==> src/rtl/operand_capture.sv <==
// operand_capture: synchronises/debounces START, samples switches, latches two operands and holds them until acknowledged.
// Define OPERAND_CAPTURE_SIGN_MAG_EN to read the switches as sign-magnitude instead of two's complement.
module operand_capture #(
    parameter int DW              = 8,
    parameter int DEBOUNCE_CYCLES = 250000
) (
    input  logic          i_clk,
    input  logic          i_rst_n,
    input  logic [DW-1:0] i_switches,
    input  logic          i_start,
    input  logic          i_ack,
    output logic [DW-1:0] o_multiplicand,
    output logic [DW-1:0] o_multiplier,
    output logic          o_valid,
    output logic [1:0]    o_stage
);
    localparam int CW = $clog2(DEBOUNCE_CYCLES);

    typedef enum logic [1:0] {S_OPA = 2'd0, S_OPB = 2'd1, S_VALID = 2'd2} state_t;

    state_t        r_state;
    logic          r_start_m, r_start_s;
    logic [DW-1:0] r_sw_m, r_sw_s;
    logic          r_db_level, r_db_last;
    logic [CW-1:0] r_db_cnt;
    logic [DW-1:0] r_mcand, r_mplier;
    logic          r_valid;
    logic          w_press;
    logic [DW-1:0] w_conv;

`ifdef OPERAND_CAPTURE_SIGN_MAG_EN
    logic [DW-1:0] w_mag;
    assign w_mag  = {1'b0, r_sw_s[DW-2:0]};
    assign w_conv = r_sw_s[DW-1] ? -w_mag : w_mag;
`else
    assign w_conv = r_sw_s;
`endif

    assign w_press        = r_db_level & ~r_db_last;
    assign o_multiplicand = r_mcand;
    assign o_multiplier   = r_mplier;
    assign o_valid        = r_valid;
    assign o_stage        = r_state;

    always_ff @(posedge i_clk or negedge i_rst_n) begin
        if (!i_rst_n) begin
            r_start_m <= 1'b0;
            r_start_s <= 1'b0;
            r_sw_m    <= '0;
            r_sw_s    <= '0;
        end else begin
            r_start_m <= i_start;
            r_start_s <= r_start_m;
            r_sw_m    <= i_switches;
            r_sw_s    <= r_sw_m;
        end
    end

    // Level flips only after DEBOUNCE_CYCLES consecutive disagreeing cycles.
    always_ff @(posedge i_clk or negedge i_rst_n) begin
        if (!i_rst_n) begin
            r_db_level <= 1'b0;
            r_db_last  <= 1'b0;
            r_db_cnt   <= '0;
        end else begin
            r_db_last <= r_db_level;
            if (r_start_s == r_db_level) begin
                r_db_cnt <= '0;
            end else if (r_db_cnt == CW'(DEBOUNCE_CYCLES - 1)) begin
                r_db_cnt   <= '0;
                r_db_level <= r_start_s;
            end else begin
                r_db_cnt <= r_db_cnt + 1'b1;
            end
        end
    end

    always_ff @(posedge i_clk or negedge i_rst_n) begin
        if (!i_rst_n) begin
            r_state  <= S_OPA;
            r_mcand  <= '0;
            r_mplier <= '0;
            r_valid  <= 1'b0;
        end else begin
            case (r_state)
                S_OPA: if (w_press) begin
                    r_mcand <= w_conv;
                    r_state <= S_OPB;
                end
                S_OPB: if (w_press) begin
                    r_mplier <= w_conv;
                    r_valid  <= 1'b1;
                    r_state  <= S_VALID;
                end
                S_VALID: if (i_ack) begin
                    r_valid <= 1'b0;
                    r_state <= S_OPA;
                end
                default: begin
                    r_valid <= 1'b0;
                    r_state <= S_OPA;
                end
            endcase
        end
    end
endmodule

==> config.mk <==
export PLATFORM = sky130hd
export DESIGN_NAME = operand_capture
export DESIGN_NICKNAME = d
export VERILOG_FILES = /design/src/rtl/operand_capture.sv
export SDC_FILE = /design/constraint.sdc
export NUM_CORES = 1
export LEC_CHECK = 0
export CELL_PAD_IN_SITES_DETAIL_PLACEMENT = 1
export CELL_PAD_IN_SITES_GLOBAL_PLACEMENT = 1
export CORE_ASPECT_RATIO = 0.9
export CORE_UTILIZATION = 30
export DETAILED_ROUTE_END_ITERATION = 7
export PLACE_DENSITY = 0.62
export SLEW_MARGIN = 5
export SYNTH_ARGS = -nofsm -noshare
export SYNTH_HDL_FRONTEND = slang
export SYNTH_SLANG_ARGS = --single-unit
export TNS_END_PERCENT = 100
==> constraint.sdc <==
create_clock -name i_clk -period 3.5 [get_ports i_clk]
set_clock_uncertainty 0.05 [all_clocks]
set_input_delay 0.7 -clock i_clk [delete_from_list [all_inputs] [get_ports i_clk]]
set_output_delay 0.7 -clock i_clk [all_outputs]
set_load 0.02 [all_outputs]
==> impl_table.tex <==
\begin{tabular}{lr}
\hline
Metric & Value \\
\hline
\multicolumn{2}{l}{\textbf{Clock network}} \\
\quad Worst-skew pair later-pin latency & between 0.3 and 0.4 ns \\
\quad \# resized after CTS & 0 \\
\quad Library cell used as clock root buffer & sky130\_fd\_sc\_hd\_\_clkbuf\_8 \\
\quad Clk pin slew, worst setup/hold paths & $\sim$0.06 ns \\
\quad CTS buffer count & 9 \\
\quad Number of post-CTS setup repair buffers & 0 \\
\quad \# hold bufs at CTS & 0 \\
\quad Deepest clock path buffer count & 2 \\
\quad H-tree levels & 3 \\
\quad Clock tree from TritonCTS & yes \\
\quad CTS sink cnt & 57 \\
\multicolumn{2}{l}{\textbf{Setup path}} \\
\quad Data arrival time of the worst path & $\sim$1.4 ns \\
\quad Kind of cell adding the most delay to the critical path & buffers and inverters \\
\quad Worst path buffer plus inverter count & 1 \\
\quad Startpoint of the worst register-to-register path & r\_db\_cnt[10] \\
\quad Critical-path cell list & clkdlybuf4s50\_1 \\
\quad Slowest cell on crit path & sky130\_fd\_sc\_hd\_\_clkdlybuf4s50\_1 \\
\quad Worst setup path startpoint & o\_stage[0] \\
\quad Worst Setup Path Type & reg2out \\
\quad Slack of the worst reg-to-reg path & approximately 1.5 ns \\
\quad Largest fanout of any net on the critical path & 6 \\
\quad Cell count of the worst reg-to-reg path & 4 \\
\quad Critical path startpoint category & register \\
\quad Kind of end point of the critical path & output pin \\
\quad Required @ worst endpoint & between 2 and 3 ns \\
\quad Critical Path Max Stage Delay & roughly 0.64 ns \\
\quad End of the worst register-to-register path & r\_db\_cnt[16] \\
\multicolumn{2}{l}{\textbf{Drt}} \\
\quad Number of nets with antenna violations after detailed routing & 0 \\
\quad Mean number of vias per cell & 4.60 \\
\quad Via count of the routed design & between 1k and 1.5k \\
\quad Total Wirelength & about 4 mm \\
\quad 1st-pass router iterations & 4 \\
\quad Number of remaining DRC errors & 0 \\
\quad Routed wirelength normalized by instance count & 13.6 um \\
\quad Number of DRC violations after detailed-routing iteration 0 & 28 \\
\multicolumn{2}{l}{\textbf{Synthesis}} \\
\quad Number of different library cells in the post-synthesis netlist & 34 \\
\quad Top flip-flop cell by instance count after synthesis & sky130\_fd\_sc\_hd\_\_dfrtp\_1 \\
\quad Portion of the post-synthesis area used by sequential elements & 64.3\% \\
\quad Commonest cells in the netlist & 57 x sky130\_fd\_sc\_hd\_\_dfrtp\_1, 19 x sky130\_fd\_sc\_hd\_\_nor2\_1, 17 x sky130\_fd\_sc\_hd\_\_mux2\_1, 13 x sky130\_fd\_sc\_hd\_\_xor2\_1, 8 x sky130\_fd\_sc\_hd\_\_nand4\_1 \\
\quad Cells taking the most area after synthesis & sky130\_fd\_sc\_hd\_\_dfrtp\_1 64\%, sky130\_fd\_sc\_hd\_\_mux2\_1 8.6\%, sky130\_fd\_sc\_hd\_\_xor2\_1 5.1\%, sky130\_fd\_sc\_hd\_\_nor2\_1 3.2\%, sky130\_fd\_sc\_hd\_\_nand4\_1 2.3\% \\
\quad Library cell occupying the most area in the post-synthesis netlist & sky130\_fd\_sc\_hd\_\_dfrtp\_1 \\
\quad Area of the mapped netlist & approximately 2200 um2 \\
\quad Share of flip-flops with an asynchronous set or reset after synthesis & 100\% \\
\quad Most frequent cell after synthesis & sky130\_fd\_sc\_hd\_\_dfrtp\_1 \\
\quad Average size of a mapped cell & between 10 and 15 um2 \\
\quad Post-synth net total & between 150 and 200 \\
\quad Share of Yosys cell area claimed by the top area cell type & 64.3\% \\
\quad Warnings from Yosys & 0 \\
\quad Number of storage elements in the synthesis netlist & 57 \\
\quad Synthesized netlist cell count & about 160 \\
\quad Number of synthesized flops with an enable pin & 0 \\
\multicolumn{2}{l}{\textbf{Worst hold path}} \\
\quad Origin of the worst min-delay path & r\_sw\_m[6] \\
\quad Worst hold-check path type & reg2reg \\
\quad Cell depth of the worst hold path & 0 \\
\quad Hold Path End & r\_sw\_s[6] \\
\multicolumn{2}{l}{\textbf{Floorplan}} \\
\quad Die height & about 84 um \\
\quad Area inside the core boundary & between 7000 and 8000 um2 \\
\quad Full die area & about 7700 um2 \\
\quad Initial core utilization & a little under a third \\
\quad Die X & 92.6 um \\
\quad Number of top-level design ports & 31 \\
\quad Num rows & 29 \\
\multicolumn{2}{l}{\textbf{Power}} \\
\quad Lkg Pwr & $\sim$1.3 nW \\
\quad PD cells & 473 nW/um2 \\
\quad Share of total power in sequential cells & $\sim$52\% \\
\quad P\_sw & roughly 0.00028 W \\
\quad Power Total & between 0.001 and 0.0015 W \\
\quad Clock share of power & a little under half \\
\quad VDD IR-drop max & between 0.00015 and 0.0002 V \\
\quad Combinational share of power & approximately 2.7\% \\
\quad Switching Fraction & between 20\% and 30\% \\
\quad Cell internal pwr & roughly 0.0010 W \\
\multicolumn{2}{l}{\textbf{STA}} \\
\quad Final Max Tran Viols & 0 \\
\quad Final critical delay including setup and external delays & between 2 and 2.5 ns \\
\quad Setup violations, final & 0 \\
\quad Maximum clock frequency & about 460 MHz \\
\quad Headroom to the max-slew limit & roughly 47\% \\
\quad Total negative slack for setup checks & 0 ns \\
\quad Worst-Margin Slew & a little under 0.8 ns \\
\quad Number of hold violations in the final report & 0 \\
\quad Final clock period utilization by the worst path & 62.1\% \\
\quad Slack of the critical path & 1.33 ns \\
\quad RSZ-0062 raised after global routing & false \\
\multicolumn{2}{l}{\textbf{Finish}} \\
\quad Final Instance Count excl. Fillers & 295 \\
\quad Fraction of layout instances using a drive strength above 1 & 11.4\% \\
\quad Post-synthesis to final-layout area growth & 25.1\% \\
\quad \# nets final & 210 \\
\quad Antenna fix cells & 0 \\
\multicolumn{2}{l}{\textbf{GRT}} \\
\quad Global-route wire length before repair & 7.02 mm \\
\quad Gr ovfl total & 0 \\
\quad Total track usage & roughly 12\% \\
\quad Maximum number of pins on one net before global-route repair & 58 \\
\quad Number of global-route vias before repair & 1406 \\
\quad Number of antenna violations at the first check in global routing & 0 \\
\multicolumn{2}{l}{\textbf{Placed design}} \\
\quad Weighted congestion reported at the end of routability-driven placement & 0.698 \\
\quad HPWL Detailed & $\sim$2.6 mm \\
\quad Worst slack after detailed placement & $\sim$1.4 ns \\
\quad Total placed cells including tap cells & about 280 \\
\quad Buffers on Ports & 30 \\
\multicolumn{2}{l}{\textbf{Job}} \\
\quad Max\_cap viols & 0 \\
\multicolumn{2}{l}{\textbf{Run status}} \\
\quad Status & completed \\
\hline
\end{tabular}
-- cells in the final DEF, fill, tap and decap left out, types with 2 or more instances in the layout --
master                             n
sky130_fd_sc_hd__xor2_1           13
sky130_fd_sc_hd__dfrtp_1          57
sky130_fd_sc_hd__o21ai_0           2
sky130_fd_sc_hd__clkbuf_8         10
sky130_fd_sc_hd__clkinv_2          2
sky130_fd_sc_hd__nor2_1           19
sky130_fd_sc_hd__mux2_1           17
sky130_fd_sc_hd__xnor2_1           3
sky130_fd_sc_hd__nand2_1           3
sky130_fd_sc_hd__clkinvlp_4        2
sky130_fd_sc_hd__nor4_1            2
sky130_fd_sc_hd__clkdlybuf4s50_1  29
sky130_fd_sc_hd__and2_1            2
sky130_fd_sc_hd__nand3_1           7
sky130_fd_sc_hd__nand4_1           8
sky130_fd_sc_hd__and4_1            4
-- power by group through the flow --
stage          sequential (W)  clock [W]  combinational (W)
2_1_floorplan        0.000689          0         0.00000973
3_3_place_gp         0.000691          0          0.0000360
3_5_place_dp         0.000692          0          0.0000366
4_1_cts              0.000680   0.000623          0.0000368
5_1_grt              0.000680   0.000660          0.0000407
6_report             0.000679   0.000598          0.0000350
-- metal layers --
metal	vias to the layer above	track usage (%)	share of wire, %
met2	25	17.4	48
met1	697	15.6	47
met4	0	7.55	1.8
met5	-	0	0
li1	628	-	-
met3	7	5.19	3.8
-- through the flow --
stage | hold WS [ns] | cell area (um2) | utilization [%]
floorplan | 0.281 | 2220 | -
global placement | 0.283 | 2580 | 36.3
detailed placement | 0.289 | 2580 | 36.3
CTS | 0.302 | 2780 | 39.0
global route | 0.307 | 2780 | 39.0
finish | 0.299 | 2780 | 39.0
-- final cells by class --
type | instances | area (um2)
Clock inverter | 5 | 55.1
Timing Repair Buffer | 31 | 303
Tap cell | 93 | 116
Multi-Input combinational cell | 97 | 729
Sequential cell | 57 | 1430
Clock buffer | 11 | 141
Fill cell | 787 | 4340
Inverter | 1 | 3.75
-- kinds of logic after synthesis --
family                     synth area share (%)
muxes                                      8.63
xor gates and xnor gates                   6.32
adders and majority gates                 0.564
AOI/OAI and AO/OA                          3.05
and+or+nand+nor                            14.3
buffers and inverters                      2.82
DFF                                        64.3
-- how the worst max path moves through the flow --
stage                         endpoint  cells past startpoint
after floorplan           r_db_cnt[10]                      5
after global placement    r_db_cnt[11]                      4
after detailed placement  r_db_cnt[16]                      4
after CTS                   o_stage[0]                      1
after global routing      r_db_cnt[14]                      4
final                       o_stage[0]                      1
-- state kept, by name (all words and copies together), names as in the netlist, 2 cells and up --
| signal | count |
|---|---|
| o_stage | 2 |
| r_sw_s | 8 |
| o_multiplier | 8 |
| r_sw_m | 8 |
| r_db_cnt | 18 |
| o_multiplicand | 8 |
Note: power is estimated with default switching activity, not from simulation.
